`src/rtl/parking_entry_terminal.sv`:
```
// Parking entry terminal: debounces the vehicle loop, collects a 4-bit keypad
// password, presents it to parking_system and drives the barrier gate.
// Optional build macro ENTRY_STATS_EN adds saturating admitted/rejected counters.
module parking_entry_terminal #(
  parameter int DEBOUNCE_CYCLES  = 4,
  parameter int RESP_TIMEOUT     = 64,
  parameter int MAX_TRIES        = 3,
  parameter int GATE_OPEN_CYCLES = 32
) (
  input  logic       clk,
  input  logic       reset,
  input  logic       car_arrive_raw,
  input  logic       key_valid,
  input  logic       key_bit,
  input  logic       key_clear,
  input  logic       green_led,
  input  logic       red_led,
  output logic       sensor_entrance,
  output logic [3:0] password,
  output logic       gate_open,
  output logic       lockout,
  output logic [1:0] tries_left,
  output logic [2:0] state_o
`ifdef ENTRY_STATS_EN
  ,
  output logic [7:0] admitted_count,
  output logic [7:0] rejected_count
`endif
);

  localparam int DB_W   = $clog2(DEBOUNCE_CYCLES) + 1;
  localparam int RESP_W = $clog2(RESP_TIMEOUT) + 1;
  localparam int GATE_W = $clog2(GATE_OPEN_CYCLES) + 1;

  localparam logic [DB_W-1:0]   DB_LAST    = DB_W'(DEBOUNCE_CYCLES - 1);
  localparam logic [RESP_W-1:0] RESP_LAST  = RESP_W'(RESP_TIMEOUT - 1);
  localparam logic [GATE_W-1:0] GATE_LAST  = GATE_W'(GATE_OPEN_CYCLES - 1);
  localparam logic [1:0]        TRIES_INIT = 2'(MAX_TRIES);

  typedef enum logic [2:0] {
    IDLE    = 3'd0,
    COLLECT = 3'd1,
    PRESENT = 3'd2,
    GATE    = 3'd3,
    FAIL    = 3'd4,
    LOCKOUT = 3'd5
  } state_t;

  state_t            state;
  logic              sync1, sync2, car_db;
  logic [DB_W-1:0]   db_cnt;
  logic              db_hit, car_now;
  logic [3:0]        shift_reg, shift_next;
  logic [1:0]        bit_cnt;
  logic [RESP_W-1:0] resp_tmr;
  logic [GATE_W-1:0] gate_tmr;

  // red_led is status for the driver display only; the sequencing ignores it.
  logic unused_red;
  assign unused_red = red_led;

  // The FSM reacts to the debounced level in the same cycle car_db toggles,
  // so sensor_entrance follows the debounced car without an extra stage.
  always_comb begin
    db_hit     = (sync2 != car_db) && (db_cnt == DB_LAST);
    car_now    = db_hit ? ~car_db : car_db;
    shift_next = {shift_reg[2:0], key_bit};
  end

  // Two-flop synchronizer plus stability counter for the loop detector.
  always_ff @(posedge clk) begin
    if (reset) begin
      sync1  <= 1'b0;
      sync2  <= 1'b0;
      car_db <= 1'b0;
      db_cnt <= '0;
    end else begin
      sync1 <= car_arrive_raw;
      sync2 <= sync1;
      if (sync2 != car_db) begin
        if (db_hit) begin
          car_db <= ~car_db;
          db_cnt <= '0;
        end else begin
          db_cnt <= db_cnt + 1'b1;
        end
      end else begin
        db_cnt <= '0;
      end
    end
  end

  // Entry sequencing FSM with registered outputs.
  always_ff @(posedge clk) begin
    if (reset) begin
      state           <= IDLE;
      sensor_entrance <= 1'b0;
      password        <= 4'd0;
      gate_open       <= 1'b0;
      lockout         <= 1'b0;
      tries_left      <= TRIES_INIT;
      shift_reg       <= 4'd0;
      bit_cnt         <= 2'd0;
      resp_tmr        <= '0;
      gate_tmr        <= '0;
    end else begin
      case (state)
        IDLE: begin
          if (car_now) begin
            state           <= COLLECT;
            sensor_entrance <= 1'b1;
            bit_cnt         <= 2'd0;
            shift_reg       <= 4'd0;
            tries_left      <= TRIES_INIT;
          end
        end
        COLLECT: begin
          if (!car_now) begin
            state           <= IDLE;
            sensor_entrance <= 1'b0;
          end else if (key_clear) begin
            bit_cnt   <= 2'd0;
            shift_reg <= 4'd0;
          end else if (key_valid) begin
            shift_reg <= shift_next;
            bit_cnt   <= bit_cnt + 2'd1;
            if (bit_cnt == 2'd3) begin
              state    <= PRESENT;
              password <= shift_next;
              resp_tmr <= '0;
            end
          end
        end
        PRESENT: begin
          if (!car_now) begin
            state           <= IDLE;
            sensor_entrance <= 1'b0;
            password        <= 4'd0;
          end else if (green_led) begin
            state           <= GATE;
            gate_open       <= 1'b1;
            sensor_entrance <= 1'b0;
            gate_tmr        <= '0;
          end else if (resp_tmr == RESP_LAST) begin
            state           <= FAIL;
            sensor_entrance <= 1'b0;
            password        <= 4'd0;
            tries_left      <= (tries_left == 2'd0) ? 2'd0 : tries_left - 2'd1;
          end else begin
            resp_tmr <= resp_tmr + 1'b1;
          end
        end
        GATE: begin
          // Never close on a car still standing under the barrier.
          if ((gate_tmr >= GATE_LAST) && !car_now) begin
            state     <= IDLE;
            gate_open <= 1'b0;
            password  <= 4'd0;
          end else if (gate_tmr < GATE_LAST) begin
            gate_tmr <= gate_tmr + 1'b1;
          end
        end
        FAIL: begin
          if (tries_left == 2'd0) begin
            state   <= LOCKOUT;
            lockout <= 1'b1;
          end else begin
            state           <= COLLECT;
            sensor_entrance <= 1'b1;
            bit_cnt         <= 2'd0;
            shift_reg       <= 4'd0;
          end
        end
        LOCKOUT: begin
          if (!car_now) begin
            state      <= IDLE;
            lockout    <= 1'b0;
            tries_left <= TRIES_INIT;
          end
        end
        default: state <= IDLE;
      endcase
    end
  end

  assign state_o = state;

`ifdef ENTRY_STATS_EN
  // Saturating counts of admitted cars and rejected attempts.
  always_ff @(posedge clk) begin
    if (reset) begin
      admitted_count <= 8'd0;
      rejected_count <= 8'd0;
    end else begin
      if ((state == PRESENT) && car_now && green_led && (admitted_count != 8'hFF))
        admitted_count <= admitted_count + 8'd1;
      if ((state == FAIL) && (rejected_count != 8'hFF))
        rejected_count <= rejected_count + 8'd1;
    end
  end
`endif

endmodule

```
`config.mk`:
```
export PLATFORM = sky130hd
export DESIGN_NAME = parking_entry_terminal
export DESIGN_NICKNAME = d
export VERILOG_FILES = /design/src/rtl/parking_entry_terminal.sv
export SDC_FILE = /design/constraint.sdc
export NUM_CORES = 1
export LEC_CHECK = 0
export ABC_AREA = 1
export BUFFER_PORTS_ARGS = -buffer_cell sky130_fd_sc_hd__buf_2
export CORE_ASPECT_RATIO = 0.5
export CORE_MARGIN = 2
export CORE_UTILIZATION = 39
export CTS_CLUSTER_SIZE = 28
export DETAILED_ROUTE_END_ITERATION = 16
export GPL_TIMING_DRIVEN = 1
export SLEW_MARGIN = 20
export SYNTH_ARGS = -nofsm -noshare
export SYNTH_HDL_FRONTEND = slang
export SYNTH_SLANG_ARGS = --single-unit
```
`constraint.sdc`:
```
create_clock -name clk -period 2.09 [get_ports clk]
set_input_delay 0.418 -clock clk [delete_from_list [all_inputs] [get_ports clk]]
set_output_delay 0.418 -clock clk [all_outputs]
set_load 0.01 [all_outputs]
```
; ---- Word level (Yosys, flattened, before mapping)
; Index checks and enable logic that the tools add are counted.
[classes]
eq_ne = 33
addsub = 5
reduce_logical = 22
muxes = 67
magnitude_cmp = 2
n_bitwise = 2
[op_table]
columns = op, n
row1 = $mux 7, 7
row2 = $mux 3, 16
row3 = $ne 2x2->1 const B, 17
row4 = $mux 4, 8
row5 = $mux 6, 4
row6 = $mux 2, 11
row7 = $ne 3x3->1 const B, 6
row8 = $pmux 3 s6, 1
row9 = $reduce_and 8->1, 2
row10 = $reduce_and 5->1, 3
row11 = $pmux 7 s2, 1
row12 = $pmux 2 s3, 2
row13 = $pmux 4 s3, 1
row14 = $pmux 6 s2, 1
row15 = $mux 1, 11
row16 = $eq 3x2->1 const B, 3
row17 = $pmux 3 s3, 1
row18 = $reduce_bool 3->1, 3
row19 = $add 7x1->7 const B, 1
row20 = $eq 7x6->1 const B, 1
row21 = $reduce_and 7->1, 1
row22 = $add 6x1->6 const B, 1
row23 = $eq 3x3->1 const B, 2
row24 = $ge 6x5->1 const B, 1
row25 = 21 further kinds, 26
[word_totals]
reg_bits = 36
wordCells = 145

; ---- Depth between registers and ports, before layout
; Gate-level depths: netlist (run 1).
[logic_depth]
word_depth = 7
ltp_mapped = 13
mapped_depth_nobuf = 13

; ---- Worst setup path before layout (run 1)
; OpenSTA, ideal clock, no wires.
[synth_path]
kind = flip-flop to flip-flop
start = reg db_cnt[0]
end = reg resp_tmr[2]
n_path_buf = 0
stages_incl_launch_ff = 13
t_required_ns = 1.977
slack_ns = 0.423
arrival_ns = 1.554
cell_sequence = dfxtp_1 ha_1 ha_1 inv_1 nand2_1 nand2_2 inv_2 o21ai_2 nand2_1 nor2_4 nand2_1 nand2_1 nor2_1
[synth_via]
elab_chain_cells = 5
elab_cells_between_ends = 6
cone_classes = 3 x eq/ne / 1 x mux / 2 x reduce/logical
[synth_lines]
columns = item, line
row1 = start: declaration, 51  ; logic [DB_W-1:0] db_cnt;
row2 = start signal: assignment, 85  ; db_cnt <= db_cnt + 1'b1;
row3 = $eq 3x2->1 (*), 65  ; db_hit = (sync2 != car_db) && (db_cnt == DB_LAST);
row4 = $logic_and 1x1->1 (*), 65
row5 = $mux 1 (*), n/a
row6 = $ne 2x2->1 (no source line), n/a
row7 = $reduce_and 8->1 (no source line) (*), n/a
row8 = end signal: assignment, 150  ; resp_tmr <= resp_tmr + 1'b1;
row9 = end: declaration, 55  ; logic [RESP_W-1:0] resp_tmr;
; Mark *: on every way between the ends. The rest lies on a longest branch, timed or not.
; A chain may end at the register's enable or synchronous reset.

; ---- Worst setup path after layout (run 1)
[layout_path]
start = reg db_cnt[0]
end = reg resp_tmr[3]
; The elaborated chain is that of the path after synthesis.

==> results.py, run 1 <==
metrics = {
    "critical_path": {
        "ff2ff_path_depth": 11,
        "arrival_ns": 2.12,
        "crit_required_ns": 2.31,
        "r2r-start": "db_cnt[0]",
        "crit_path_end_kind": "register",
        "worstSetupStartpointType": "register",
        "timing.setup.critical_path_class": "register to register",
        "worstSetupStartpoint": "db_cnt[0]",
        "cp-endpoint": "resp_tmr[3]",
        "cp_max_fo": 8,
        "timing.rr.end": "resp_tmr[3]",
        "reg2reg_slack_ns": 0.19,
    },
    "clock_tree": {
        "cts_sinks": 36,
        "root_buffer": "clkbuf_8",
        "clk_latency_ns": 0.29,
        "htreeDepth": 2,
        "path_clk_slew_ns": 0.08,
        "ctsHoldBuffers": 0,
        "cts_tree": "yes",
        "cts_buffer_depth": 2,
        "cts_buffers": 5,
    },
    "sta": {
        "fmax_ghz": 0.527,
        "fin_ws_ns": 0.193,
        "fin_setup_tns_ns": 0,
        "max_slew_margin_pct": 72.7,
        "fin_crit_sh_pct": 90.8,
        "setup_viol": 0,
        "fin_crit_ns": 1.90,
        "drv_slew": 0,
        "timing_hold_violations_final": 0,
        "worst_slew_pin_slew_ns": 0.409,
        "skew_ns": 0.00263,
    },
    "min_path": {
        "hold_class": "input pin to register",
        "holdPathStages": 3,
    },
    "detailed_routing": {
        "drc": 0,
        "vias_per_cell": 4.82,
        "postRouteAntennaNets": 0,
        "wl_per_cell_um": 11.0,
        "first_pass_iters": 5,
        "route.vias.total": 1926,
        "wl_mm": 4.42,
        "drt_iter0_drc": 133,
    },
    "layout": {
        "largest_reg_flops": 7,
        "area_growth_pct": 15.5,
        "drive_gt1_share_pct": 18.5,
        "regMostFlops": "resp_tmr",
        "final_util_pct": 47.3,
        "fin_nets": 342,
        "num_antenna_cells": 0,
        "top_regs": "resp_tmr (7), gate_tmr (6), password (4)",
        "nFillCells": 533,
    },
    "synth": {
        "synth_top_cell_by_area": "dfxtp_1",
        "netlist-cell-type-count": 29,
        "synthMostInstantiatedCell": "nand2_1",
        "yosysWarnings": 0,
        "synthTopCellsByArea": "dfxtp_1, nand2_1, nor2_1, inv_1, nand3_1",
        "yosysSeqAreaShare_pct": 35.4,
        "syn_area_um2": 2040,
        "ys.flop_type": "dfxtp_1",
        "netlist.area_leader.share_pct": 35.4,
        "synth_seq_cells": 36,
        "syn_nets": 318,
        "ys_top_cells_by_count": "nand2_1, nor2_1, dfxtp_1, inv_1, nand3_1",
        "syn_inst": 305,
        "synthArstFlopShare_pct": 0,
        "synth-edff-count": 0,
        "syn_avg_cell_area_um2": 6.68,
    },
    "placement": {
        "gp_congestion": 0.840,
        "dp.final_hpwl_mm": 3.35,
        "dp_slack_ns": 0.172,
        "portBuffers": 18,
    },
    "power": {
        "p_switching_mw": 1.46,
        "pwr-share-clk_pct": 20.7,
        "p_total_mw": 3.31,
        "switching_share_pct": 44.1,
        "peakVddDrop_mv": 0.703,
        "p_per_area_nw_per_um2": 1400,
        "p_leak_nw": 1.07,
        "p_comb_share_pct": 48.0,
        "pwr-share-seq_pct": 31.3,
        "internal-power_mw": 1.85,
    },
    "global_route": {
        "grt_pass1_wl_mm": 7.45,
        "grt_pass1_vias": 1653,
        "grt_max_degree": 15,
        "grt_antenna_before_repair": 0,
        "overflow": 0,
        "grt_use_total_pct": 16.5,
    },
    "die": {
        "fp-row-count": 18,
        "die_h_um": 55.1,
        "die_w_um": 106,
        "die_area_um2": 5860,
        "ios": 20,
        "core-area_um2": 4980,
        "start_util_pct": 41.0,
    },
    "flow_run": {
        "maxCapViolCount": 0,
    },
    "run_status": {
        "status": "finished, final reports clean",
    },
}
-- cell type report --
| cell class | instances | area (µm²) | share of cell area [%] |
|---|---|---|---|
| Multi-Input combinational cell | 226 | 1160 | 49.5 |
| Sequential cell | 36 | 721 | 30.6 |
| Inverter | 40 | 150 | 6.38 |
| Timing Repair Buffer | 20 | 105 | 4.46 |
| Clock buffer | 7 | 96.3 | 4.09 |
| Tap cell | 70 | 87.6 | 3.72 |
| Clock inverter | 1 | 30.0 | 1.28 |
-- cell usage in the layout (no fill, tap or decap), types with 2 or more instances in the layout --
master,instances
nand2_1,73
nor2_1,58
dfxtp_1,36
inv_1,33
nand3_1,20
a21oi_1,18
buf_2,18
nand4_1,10
nand2_2,7
clkbuf_8,7
inv_2,6
nor2_4,6
o21ai_0,6
ha_1,5
nand2_4,4
o21ai_1,3
nor2_2,2
nand3_2,2
nor3b_1,2
buf_4,2
-- per-stage QoR --
step,instance area (µm²),instances,hold slack (ns)
2_1_floorplan,2040,305,0.388
3_3_place_gp,2220,392,0.400
3_5_place_dp,2220,392,0.414
4_1_cts,2340,400,0.331
5_1_grt,2350,400,0.326
6_report,2350,400,0.332
-- layer usage --
metal	vias up	track usage (%)	wire length, µm
met2	50	27.1	1840
met4	0	3.29	21
met1	855	22.2	2310
met3	4	4.57	245
met5	-	0	0
li1	1017	-	-
-- what timing repair did --
| item | 4_1_cts | 5_1_grt |
|---|---|---|
| endpoints found under the setup margin | 0 | 5 |
| gates resized for setup | 0 | 2 |
| setup buffers | 0 | 0 |
-- power by group through the flow --
stage | Sequential (mW) | Combinational, mW | Clock (mW)
after global routing | 1.07 | 1.83 | 0.735
after floorplan | 1.06 | 1.23 | 0
after detailed placement | 1.05 | 1.58 | 0
final | 1.03 | 1.59 | 0.684
after global placement | 1.05 | 1.56 | 0
after CTS | 1.04 | 1.59 | 0.705
-- critical path: stages, from the launching register on --
cell     delay, ns
dfxtp_1       0.32
ha_1          0.19
ha_1          0.19
inv_1         0.07
nand2_1       0.10
nand2_4       0.12
inv_2         0.11
o21ai_4       0.18
nand2_1       0.11
nor2_4        0.22
nand2_1       0.07
a21oi_1       0.13
-- cells by family (layout without fill, tap and decap cells) --
family / Yosys count / in the layout / share of synthesized area (%)
flops: 36 / 36 / 35.4
compound gates: 30 / 30 / 7.86
simple gates: 190 / 190 / 45.2
buf+inv: 43 / 68 / 8.10
fa+ha+maj: 5 / 5 / 3.07
xor+xnor: 1 / 1 / 0.430
-- worst min path at each step --
stage,start,to,slack (ns)
after floorplan,sync1,sync2,0.39
after global placement,sync1,sync2,0.40
after detailed placement,sync1,sync2,0.41
after CTS,car_arrive_raw,sync1,0.33
after global routing,car_arrive_raw,sync1,0.33
final,car_arrive_raw,sync1,0.33
(Power assumes the default switching activity.)
==> inputs of run 2 (changes only) <==
CTS_BUF_LIST = sky130_fd_sc_hd__clkbuf_16   (was default)
==> results.py, run 2 (synthesis gave the netlist of run 1 again) <==
metrics = {
    "run_status": {
        "status": "finished, final reports clean",
    },
    "clock_tree": {
        "cts_buffer_depth": 2,
        "cts_tree": "yes",
        "ctsHoldBuffers": 0,
        "cts_sinks": 36,
        "root_buffer": "clkbuf_16",
        "cts_buffers": 5,
        "htreeDepth": 2,
        "clk_latency_ns": 0.28,
        "path_clk_slew_ns": 0.05,
    },
    "sta": {
        "worst_slew_pin_slew_ns": 0.412,
        "fin_crit_sh_pct": 91.3,
        "max_slew_margin_pct": 72.5,
        "drv_slew": 0,
        "rsz0062_at_grt": "no",
        "setup_viol": 0,
        "fin_ws_ns": 0.182,
        "fin_crit_ns": 1.91,
        "skew_ns": 0.00447,
        "timing_hold_violations_final": 0,
        "fin_setup_tns_ns": 0,
        "fmax_ghz": 0.524,
    },
    "critical_path": {
        "timing.setup.critical_path_class": "register to register",
        "crit_path_max_incr_delay_ns": 0.31,
        "cp_slowest_cell": "dfxtp_1",
        "path_common_cell": "nand2_1",
        "arrival_ns": 2.12,
        "cp_top_family": "simple AND/OR/NAND/NOR gates",
        "worst-path-buf-inv": 2,
        "crit_required_ns": 2.30,
        "worstSetupStartpointType": "register",
        "crit_path_end_kind": "register",
        "crit_chain": "ha_1 > ha_1 > inv_1 > nand2_1 > nand2_4 > inv_2 > o21ai_4 > nand2_1 > nor2_4 > nand2_1 > a21oi_1",
        "cp_max_fo": 8,
    },
    "die": {
        "die_h_um": 55.1,
        "die_w_um": 106,
        "core-area_um2": 4980,
        "fp-row-count": 18,
        "die_area_um2": 5860,
        "ios": 20,
        "start_util_pct": 41.0,
    },
    "power": {
        "p_comb_share_pct": 45.9,
        "p_per_area_nw_per_um2": 1450,
        "internal-power_mw": 1.98,
        "peakVddDrop_mv": 0.720,
        "pwr-share-clk_pct": 24.2,
        "p_leak_nw": 1.08,
        "switching_share_pct": 42.7,
        "pwr-share-seq_pct": 29.9,
        "p_switching_mw": 1.48,
        "p_total_mw": 3.46,
    },
    "placement": {
        "dp_slack_ns": 0.172,
        "portBuffers": 18,
        "place_area_um2": 2220,
        "dp.cells": 392,
        "gp_congestion": 0.840,
        "dp.final_hpwl_mm": 3.35,
    },
    "detailed_routing": {
        "drc": 0,
        "route.vias.total": 1918,
        "vias_per_cell": 4.80,
        "postRouteAntennaNets": 0,
        "wl_mm": 4.47,
        "drt_iter0_drc": 124,
        "first_pass_iters": 5,
        "wl_per_cell_um": 11.2,
    },
    "flow_run": {
        "maxCapViolCount": 0,
    },
    "layout": {
        "area_growth_pct": 17.3,
        "drive_gt1_share_pct": 17.9,
        "final_area_um2": 2390,
        "largest_reg_flops": 7,
        "layout.cells.non_filler": 400,
        "regMostFlops": "resp_tmr",
        "num_antenna_cells": 0,
        "final_common_cell": "nand2_1",
        "mostFrequentLayoutCells": "nand2_1, nor2_1, dfxtp_1",
        "nFillCells": 523,
        "fin_nets": 342,
        "top_regs": "resp_tmr (7), gate_tmr (6), password (4)",
    },
    "min_path": {
        "hold_class": "input pin to register",
    },
    "global_route": {
        "overflow": 0,
        "grt_use_total_pct": 16.7,
        "grt_pass1_wl_mm": 7.47,
        "grt_pass1_vias": 1642,
        "grt_antenna_before_repair": 0,
        "grt_max_degree": 15,
    },
}
==> run 2: changes by cell type in the layout (fill, tap and decap cells not counted), sizes merged <==
cell | before | now
clkinv | 1 | 3
clkbuf | 7 | 5
==> run 2: worst register-to-register path, cell delays in order (launching register included) <==
cell,delay (ns)
dfxtp_1,0.31
ha_1,0.19
ha_1,0.19
inv_1,0.07
nand2_1,0.11
nand2_4,0.13
inv_2,0.11
o21ai_4,0.18
nand2_1,0.11
nor2_4,0.22
nand2_1,0.08
a21oi_1,0.13
==> run 2: timing repair <==
item,CTS,global route
endpoints found under the setup margin,0,3
setup buffers,0,0
resized for setup,0,2
==> run 2: through the flow <==
step,utilization (%),hold slack [ns]
after global routing,48.0,0.349
final,48.0,0.344
after CTS,47.8,0.348
after detailed placement,44.5,0.414
after floorplan,-,0.388
after global placement,44.5,0.400
==> run 2: metal layers <==
layer | wire length, µm | share of wire [%] | track usage [%] | up-vias
met5 | 0 | 0 | 0 | -
met1 | 2390 | 53 | 22.3 | 856
met4 | 60 | 1.3 | 6.58 | 0
met3 | 204 | 4.6 | 3.86 | 7
met2 | 1820 | 41 | 26.6 | 39
li1 | - | - | - | 1016
==> run 2: cell type report <==
| class | instances | area, µm² | area share (%) |
|---|---|---|---|
| multi-input combinational | 226 | 1160 | 48.7 |
| sequential | 36 | 721 | 30.1 |
| inverter | 40 | 150 | 6.28 |
| clock buffer | 5 | 125 | 5.23 |
| timing repair buffer | 20 | 105 | 4.40 |
| tap | 70 | 87.6 | 3.66 |
| clock inverter | 3 | 37.5 | 1.57 |
==> run 2: final timing paths <==
path	start	to	slack, ns	cells after the start
max reg2reg	db_cnt[0]	resp_tmr[3]	0.18	11
max	db_cnt[0]	resp_tmr[3]	0.18	11
min reg2reg	db_cnt[0]	db_cnt[0]	0.42	1
min	car_arrive_raw	sync1	0.34	3
==> run 2: power by group through the flow <==
| stage | logic, mW | clock network [mW] | registers, mW |
|---|---|---|---|
| 3_3_place_gp | 1.56 | 0 | 1.05 |
| 4_1_cts | 1.59 | 0.857 | 1.04 |
| 3_5_place_dp | 1.58 | 0 | 1.05 |
| 5_1_grt | 1.83 | 0.896 | 1.07 |
| 6_report | 1.59 | 0.837 | 1.04 |
| 2_1_floorplan | 1.23 | 0 | 1.06 |
